### config.mk
export PLATFORM = sky130hd
export DESIGN_NAME = fft_frame_sequencer
export DESIGN_NICKNAME = d
export VERILOG_FILES = /design/src/rtl/fft_seq_pkg.sv /design/src/rtl/fft_frame_buf.sv /design/src/rtl/fft_frame_sequencer.sv
export SDC_FILE = /design/constraint.sdc
export NUM_CORES = 1
export LEC_CHECK = 0
export BUFFER_PORTS_ARGS = -buffer_cell sky130_fd_sc_hd__buf_2
export CAP_MARGIN = 25
export CORE_MARGIN = 10
export CORE_UTILIZATION = 59
export CTS_CLUSTER_DIAMETER = 50
export CTS_CLUSTER_SIZE = 24
export DETAILED_ROUTE_END_ITERATION = 6
export GPL_ROUTABILITY_DRIVEN = 0
export PLACE_DENSITY = 0.81
export SLEW_MARGIN = 25
export SYNTH_ARGS = -nofsm -noshare
export SYNTH_HDL_FRONTEND = slang
export SYNTH_SLANG_ARGS = --single-unit
### constraint.sdc
create_clock -name clk -period 3.4 [get_ports clk]
set_input_delay 0.51 -clock clk [delete_from_list [all_inputs] [get_ports clk]]
set_output_delay 0.51 -clock clk [all_outputs]
set_load 0.03 [all_outputs]
### src/rtl/fft_seq_pkg.sv
// Shared types and helpers for the mic-to-histogram frame sequencer.
package fft_seq_pkg;

  typedef enum logic [2:0] {FILL, LOAD, START, WAIT, PUBLISH} state_t;

  localparam int N_POINTS_DEF = 16;
  localparam int IDX_W        = $clog2(N_POINTS_DEF);

  // Right-shift a magnitude and clamp it to the largest bin_w-bit value.
  function automatic logic [31:0] sat_scale(input logic [31:0] mag, input int shift,
                                            input int bin_w);
    logic [31:0] s;
    logic [31:0] lim;
    s   = mag >> shift;
    lim = (32'd1 << bin_w) - 32'd1;
    return (s > lim) ? lim : s;
  endfunction

endpackage

### src/rtl/fft_frame_buf.sv
// Frame sample store: one write port for capture, one combinational read port for streaming.
module fft_frame_buf #(
  parameter int DEPTH = 16,
  parameter int W     = 16,
  parameter int AW    = $clog2(DEPTH)
) (
  input  logic          clk,
  input  logic          we,
  input  logic [AW-1:0] waddr,
  input  logic [W-1:0]  wdata,
  input  logic [AW-1:0] raddr,
  output logic [W-1:0]  rdata
);

  logic [W-1:0] mem [DEPTH];

  always_ff @(posedge clk) begin
    if (we) mem[waddr] <= wdata;
  end

  assign rdata = mem[raddr];

endmodule

### src/rtl/fft_frame_sequencer.sv
// Frame controller: capture mic samples, feed the FFT engine, collect scaled magnitudes,
// and hand the finished histogram to the display side.
module fft_frame_sequencer
  import fft_seq_pkg::*;
#(
  parameter int N_POINTS = 16,
  parameter int SAMPLE_W = 16,
  parameter int DATA_W   = 32,
  parameter int MAG_W    = 18,
  parameter int SHIFT    = 8,
  parameter int BIN_W    = 10,
  parameter int TIMEOUT  = 1024
) (
  input  logic                        clk,
  input  logic                        reset,
  input  logic                        mic_valid,
  input  logic [SAMPLE_W-1:0]         mic_sample,
  output logic                        fft_ld_valid,
  output logic [$clog2(N_POINTS)-1:0] fft_ld_idx,
  output logic [DATA_W-1:0]           fft_ld_data,
  output logic                        fft_start,
  input  logic                        fft_done,
  input  logic                        fft_mag_valid,
  input  logic [$clog2(N_POINTS)-1:0] fft_mag_idx,
  input  logic [MAG_W-1:0]            fft_mag,
  output logic                        hist_valid,
  input  logic                        hist_ready,
  output logic [N_POINTS*BIN_W-1:0]   hist_bins,
  output logic [15:0]                 drop_cnt,
  output logic                        err_timeout
);

  localparam int AW   = $clog2(N_POINTS);
  localparam int TO_W = $clog2(TIMEOUT);

  state_t              state, state_nxt;
  logic [AW-1:0]       wr_ptr, ld_idx;
  logic [TO_W-1:0]     tcnt;
  logic [N_POINTS-1:0] mask, mask_nxt;
  logic                done_seen, done_nxt;
  logic                publish;
  logic [BIN_W-1:0]    shadow [N_POINTS];
  logic [BIN_W-1:0]    mag_bin;
  logic [SAMPLE_W-1:0] rd_sample;
  logic                buf_we;

  assign buf_we  = (state == FILL) && mic_valid;
  assign mag_bin = BIN_W'(sat_scale(32'(fft_mag), SHIFT, BIN_W));

  fft_frame_buf #(.DEPTH(N_POINTS), .W(SAMPLE_W)) u_buf (
    .clk   (clk),
    .we    (buf_we),
    .waddr (wr_ptr),
    .wdata (mic_sample),
    .raddr (ld_idx),
    .rdata (rd_sample)
  );

  assign fft_ld_idx  = fft_ld_valid ? ld_idx : '0;
  assign fft_ld_data = fft_ld_valid ? DATA_W'(signed'(rd_sample)) : '0;

  always_comb begin
    state_nxt    = state;
    mask_nxt     = mask;
    done_nxt     = done_seen;
    publish      = 1'b0;
    fft_ld_valid = 1'b0;
    fft_start    = 1'b0;
    hist_valid   = 1'b0;
    err_timeout  = 1'b0;
    case (state)
      FILL:  if (mic_valid && wr_ptr == AW'(N_POINTS-1)) state_nxt = LOAD;
      LOAD: begin
        fft_ld_valid = 1'b1;
        if (ld_idx == AW'(N_POINTS-1)) state_nxt = START;
      end
      START: begin
        fft_start = 1'b1;
        state_nxt = WAIT;
      end
      WAIT: begin
        // Look at this cycle's magnitude and done so publishing costs no extra cycle.
        if (fft_mag_valid) mask_nxt = mask | (N_POINTS'(1) << fft_mag_idx);
        done_nxt = done_seen | fft_done;
        if (done_nxt && (&mask_nxt)) begin
          publish   = 1'b1;
          state_nxt = PUBLISH;
        end else if (tcnt == TO_W'(TIMEOUT-1)) begin
          err_timeout = 1'b1;
          state_nxt   = FILL;
        end
      end
      PUBLISH: begin
        hist_valid = 1'b1;
        if (hist_ready) state_nxt = FILL;
      end
      default: state_nxt = FILL;
    endcase
  end

  always_ff @(posedge clk) begin
    if (reset) begin
      state     <= FILL;
      wr_ptr    <= '0;
      ld_idx    <= '0;
      tcnt      <= '0;
      mask      <= '0;
      done_seen <= 1'b0;
      hist_bins <= '0;
      drop_cnt  <= '0;
    end else begin
      state     <= state_nxt;
      mask      <= mask_nxt;
      done_seen <= done_nxt;
      if (buf_we) wr_ptr <= wr_ptr + 1'b1;
      if (state == LOAD) ld_idx <= ld_idx + 1'b1;
      if (state == WAIT) tcnt <= tcnt + 1'b1;
      if (state == START) begin
        tcnt      <= '0;
        mask      <= '0;
        done_seen <= 1'b0;
      end
      if (publish) begin
        for (int k = 0; k < N_POINTS; k++)
          hist_bins[k*BIN_W +: BIN_W] <= (fft_mag_valid && fft_mag_idx == AW'(k)) ? mag_bin
                                                                                   : shadow[k];
      end
      if (mic_valid && state != FILL && drop_cnt != 16'hFFFF) drop_cnt <= drop_cnt + 1'b1;
    end
  end

  // Bins are only published once every index has been written, so no reset is needed.
  always_ff @(posedge clk) begin
    if (state == WAIT && fft_mag_valid) shadow[fft_mag_idx] <= mag_bin;
  end

endmodule
Word level (Yosys, flattened, before mapping)

Memories as Yosys holds them, arrays and structs flattened. A register that Yosys moved wholly into a read port is not among the register bits.
Index checks and enable logic that the tools add are counted.

Register bits: 54
Memory bits (writable): 416
Input port bits: 44
Output and inout port bits: 216
Memories: 2

Memories:

| name      | words | width | read ports | clocked after memory_dff | wr ports | RTL line                  | text |
|---|---|---|---|---|---|---|---|
| u_buf.mem | 16    | 16    | 1          | 1                        | 1        | fft_frame_buf.sv:15       | `logic [W-1:0] mem [DEPTH];` |
| shadow    | 16    | 10    | 16         | 16                       | 1        | fft_frame_sequencer.sv:42 | `logic [BIN_W-1:0] shadow [N_POINTS];` |

$add $sub $neg: 4
$lt $le $gt $ge: 1
Equal/unequal tests: 12
Shifts and indexed selects: 1
Multiplexer cells: 25
Bitwise logic cells: 2
Reductions and logical operators: 11

Operators with widths:

| kind                  | count |
|---|---|
| $mux 16               | 2 |
| $mux 32               | 1 |
| $add 16x1->16 const B | 1 |
| $ne 16x16->1 const B  | 1 |
| $or 16x16->16         | 1 |
| $reduce_and 16->1     | 1 |
| $shl 1x4->16 const A  | 1 |
| $mux 3                | 5 |
| $pmux 3 s5            | 1 |
| $mux 1                | 12 |
| $mux 4                | 3 |
| $add 10x1->10 const B | 1 |
| $eq 10x10->1 const B  | 1 |
| $gt 10x10->1 const B  | 1 |
| $mux 10               | 1 |
| $add 4x1->4 const B   | 2 |
| $eq 4x4->1 const B    | 2 |
| $eq 3x2->1 const B    | 2 |
| $logic_and 1x1->1     | 6 |
| $ne 2x2->1 const B    | 2 |
| $reduce_and 4->1      | 1 |
| $eq 3x1->1 const B    | 1 |
| $eq 3x3->1 const B    | 1 |
| $logic_not 3->1       | 1 |
| 5 further kinds       | 5 |

Depth between registers and ports, before layout

Depth in word-level cells: 8
Depth in mapped cells: 10
Gate-level depth less buffers: 7

Hierarchy

A second synthesis with hierarchy kept.

Cell total of the unflattened synthesis: 1,705
Area total of the unflattened synthesis: 25,497.0 um^2

By module, submodules not included:

| module              | instances | cells an instance | area an instance (um^2) | seq. area each (um^2) |
|---|---|---|---|---|
| fft_frame_sequencer | 1         | 1,289             | 15,775.1                | 9,088.7 |
| fft_frame_buf       | 1         | 416               | 9,721.8                 | 7,687.4 |

Worst setup path after synthesis

Ideal clock, no wire load.

Path type: register -> output
Start point: reg with a tool-made name
End point: out fft_ld_data[16]
Arrival: 2.620 ns
Required time: 2.890 ns
Slack: 0.270 ns
Stages on the path, launching flop included: 7
Cells stage by stage: dfxtp_1 -> clkbuf_1 -> buf_2 -> mux4_2 -> mux4_2 -> and2_1 -> buf_4

RTL lines:

| what             | RTL line                  | text |
|---|---|---|
| end: declaration | fft_frame_sequencer.sv:20 | `output logic [DATA_W-1:0] fft_ld_data,` |

==> flow_summary.yaml <==
routing:
  ant_nets: 0
  detail_route.wirelength_um: 59860
  dr.first_iter.drc_count: 1382
  drc_errors: 0
  firstDrtPassIters: 5
  routed_wire_length_per_instance_um: 24.80
  via_per_inst: 6.194
  vias: 14950
floorplan:
  die_h_um: 226.4
  core.rowCount: 75
  core_area_um2: 42040
  floorplan.initialDensity_pct: 59.79
  top_level_ports: 260
  die-area_um2: 51260
  die_w_um: 226.4
yosys:
  synthesis.nets: 1698
  synth.yosys.warnings: 0
  synth.cell_area_um2: 25140
  synth-edff-count: 416
  ys_types: 43
  synthDominantCellAreaShare_pct: 49.70
  yosys-top-cells-area: "sky130_fd_sc_hd__edfxtp_1 50%, sky130_fd_sc_hd__dfxtp_1 17%, sky130_fd_sc_hd__mux4_2 7.2%"
  synth_sequential_area_ratio_pct: 67.06
  synth-seq-cells: 634
  async_flop_share_pct: 0
  yosys.area.top_type: "sky130_fd_sc_hd__edfxtp_1"
  synth_most_common_cell: "sky130_fd_sc_hd__edfxtp_1"
  syn_inst: 1646
  primary_ff_master_synth: "sky130_fd_sc_hd__edfxtp_1"
  mean_area_per_synthesized_cell_um2: 15.27
  yosys-top-cells-count: "416 x sky130_fd_sc_hd__edfxtp_1, 218 x sky130_fd_sc_hd__dfxtp_1, 182 x sky130_fd_sc_hd__a21oi_1"
clock_tree:
  tritoncts: "built"
  maximum_buffer_depth_of_the_clock_tree: 3
  clock_root_buffer_master: "sky130_fd_sc_hd__clkbuf_16"
  h_tree_depth: 2
  cts_sinks: 634
  clk_slew_on_worst_s_h_paths_ns: 0.08
  cts_hold_repair_buffers: 0
  numCtsBuffers: 46
  insertion_delay_ns: 0.60
setup_path:
  critPathCaptureType: "output port"
  critPathRequiredTime_ns: 2.89
  criticalPathCategory: "register to output port"
  cp_max_fo: 20
  setup.worst_path.start_class: "register"
  worst-endpoint-arrival_ns: 2.78
  critical_path.reg2reg.startpoint: "state[2]$_SDFFE_PP0P_"
pwr:
  power.ir.vdd_worst_mv: 0.4554
  totalPowerFinal_w: 0.01438
  p_leak_nw: 9.867
  power-per-cell-area_nw_per_um2: 506.1
timing:
  setup_viol_count_final: 0
  slew-limit-headroom_pct: 41.90
  finalSetupTns_ns: 0
  finalMaxSlewViolations: 0
  fin_skew_ns: 0.03459
  finalHoldWorstSlack_ns: 0.1892
  rsz0062_at_grt: "false"
  timing.fmax_mhz: 303.5
  layout_worst_path_cycle_share_pct: 96.91
  time_the_final_worst_path_needs_with_i_o_delays_and_setup_ns: 3.295
  max_slew.worst_pin.slew_ns: 0.8715
  report.final.hold_viol_count: 0
grt:
  grt_pass1_wl_um: 90670
  total_routing_usage_reported_by_global_routing_pct: 23.00
  vias_in_the_first_global_route: 15060
  global_route.overflow_total: 0
  antenna_found_initial: 6
  grt_start_max_net_pins: 93
job:
  cap_viol_max_count: 0
layout:
  finish.instance_area_um2: 28420
  area_growth_pct: 13.08
  finish.net_count: 1888
  layout-drive-gt1-share_pct: 30.15
  nFillCells: 2840
worst_hold_path:
  min-delay-path-class: "primary input to register"
  holdCritStartpoint: "fft_done"
place:
  dp_hpwl_um: 36280
  placed_area_um2: 26670
  portBuffers: 251
status:
  run_status: "complete, no violations"
[per-stage QoR]
stage          std cells  setup WS (ns)  util [%]
2_1_floorplan       1646         0.2696         -
3_3_place_gp        2319         0.4983     63.45
3_5_place_dp        2319         0.4359     63.45
4_1_cts             2409        0.01560     67.51
5_1_grt             2413        0.01074     67.60
6_report            2414         0.1051     67.61
[cell families after synthesis]
group                    synth area share [%]
buffers and inverters                   3.669
adder cells (fa/ha/maj)                0.3982
AO/OA/AOI/OAI                           10.21
XOR/XNOR                               0.8711
flip-flops                              67.06
multiplexers                            13.62
AND/OR/NAND/NOR                         4.166
[worst max-delay path, stage by stage (launching register included)]
cell and delay (ns):
sky130_fd_sc_hd__dfxtp_4 0.44, sky130_fd_sc_hd__buf_12 0.13, sky130_fd_sc_hd__buf_16 0.18, sky130_fd_sc_hd__mux4_2 0.54, sky130_fd_sc_hd__mux4_2 0.53, sky130_fd_sc_hd__and2_1 0.18, sky130_fd_sc_hd__buf_2 0.17
[registers in the layout (all words and copies together) (netlist names), named ones only]
register / count
ld_idx: 4
drop_cnt: 16
mask: 16
state: 3
tcnt: 10
shadow: 160
wr_ptr: 4
u_buf.mem: 256
hist_bins: 160
done_seen: 1
[path summary, 6_finish.rpt]
path	to	slack, ns	cells after the start
hold / removal	done_seen$_SDFFE_PP0N_	0.19	3
setup / recovery	fft_ld_data[8]	0.11	6
hold reg to reg	tcnt[1]$_SDFFE_PP0N_	0.49	2
setup reg to reg	hist_bins[92]$_SDFFE_PP0P_	0.62	5
[power by group]
part | leakage, nW | total, W | internal, W | switching [W]
clock network | 0.789 | 0.00584 | 0.00293 | 0.00291
logic | 3.57 | 0.000308 | 0.0000730 | 0.000235
registers | 5.51 | 0.00824 | 0.00823 | 0.0000116
[cell usage in the layout (no fill, tap or decap), types with 10 or more instances in the layout]
cell / count
sky130_fd_sc_hd__edfxtp_1: 416
sky130_fd_sc_hd__buf_2: 250
sky130_fd_sc_hd__dfxtp_1: 216
sky130_fd_sc_hd__a21oi_1: 182
sky130_fd_sc_hd__mux2i_1: 162
sky130_fd_sc_hd__a211oi_1: 90
sky130_fd_sc_hd__mux4_2: 80
sky130_fd_sc_hd__nor2_1: 71
sky130_fd_sc_hd__a211oi_2: 70
sky130_fd_sc_hd__clkbuf_16: 46
sky130_fd_sc_hd__buf_4: 46
sky130_fd_sc_hd__and2_1: 32
sky130_fd_sc_hd__nand2_1: 19
sky130_fd_sc_hd__xor2_1: 17
sky130_fd_sc_hd__nand3_1: 14
sky130_fd_sc_hd__nand4_1: 11
sky130_fd_sc_hd__inv_1: 10
sky130_fd_sc_hd__nor2_2: 10
[cell type report]
| type | instances | area (um^2) | area share, % |
|---|---|---|---|
| repair buffers | 307 | 1814 | 6.383 |
| multi-input cells | 837 | 7405 | 26.05 |
| diodes | 1 | 2.502 | 0.008804 |
| clock buffers | 50 | 1186 | 4.173 |
| flip-flops and latches | 634 | 16860 | 59.32 |
| inverters | 10 | 37.54 | 0.1321 |
| clock inverters | 36 | 441.7 | 1.554 |
| well taps | 539 | 674.4 | 2.373 |
[per-layer routing]
metal / routed length [um] / track usage, % / vias up
met3: 4795 / 6.202 / 105
met4: 1633 / 6.947 / 10
li1: - / - / 6701
met1: 22800 / 28.46 / 7540
met5: 61 / 0 / -
met2: 30570 / 38.88 / 596
[repair_timing]
item / in CTS / in global routing
endpoints found under the setup margin: 11 / 27
buffers inserted: 3 / 4
resized for setup: 2 / 2
cloned: 1 / 0
(Power assumes the default switching activity.)
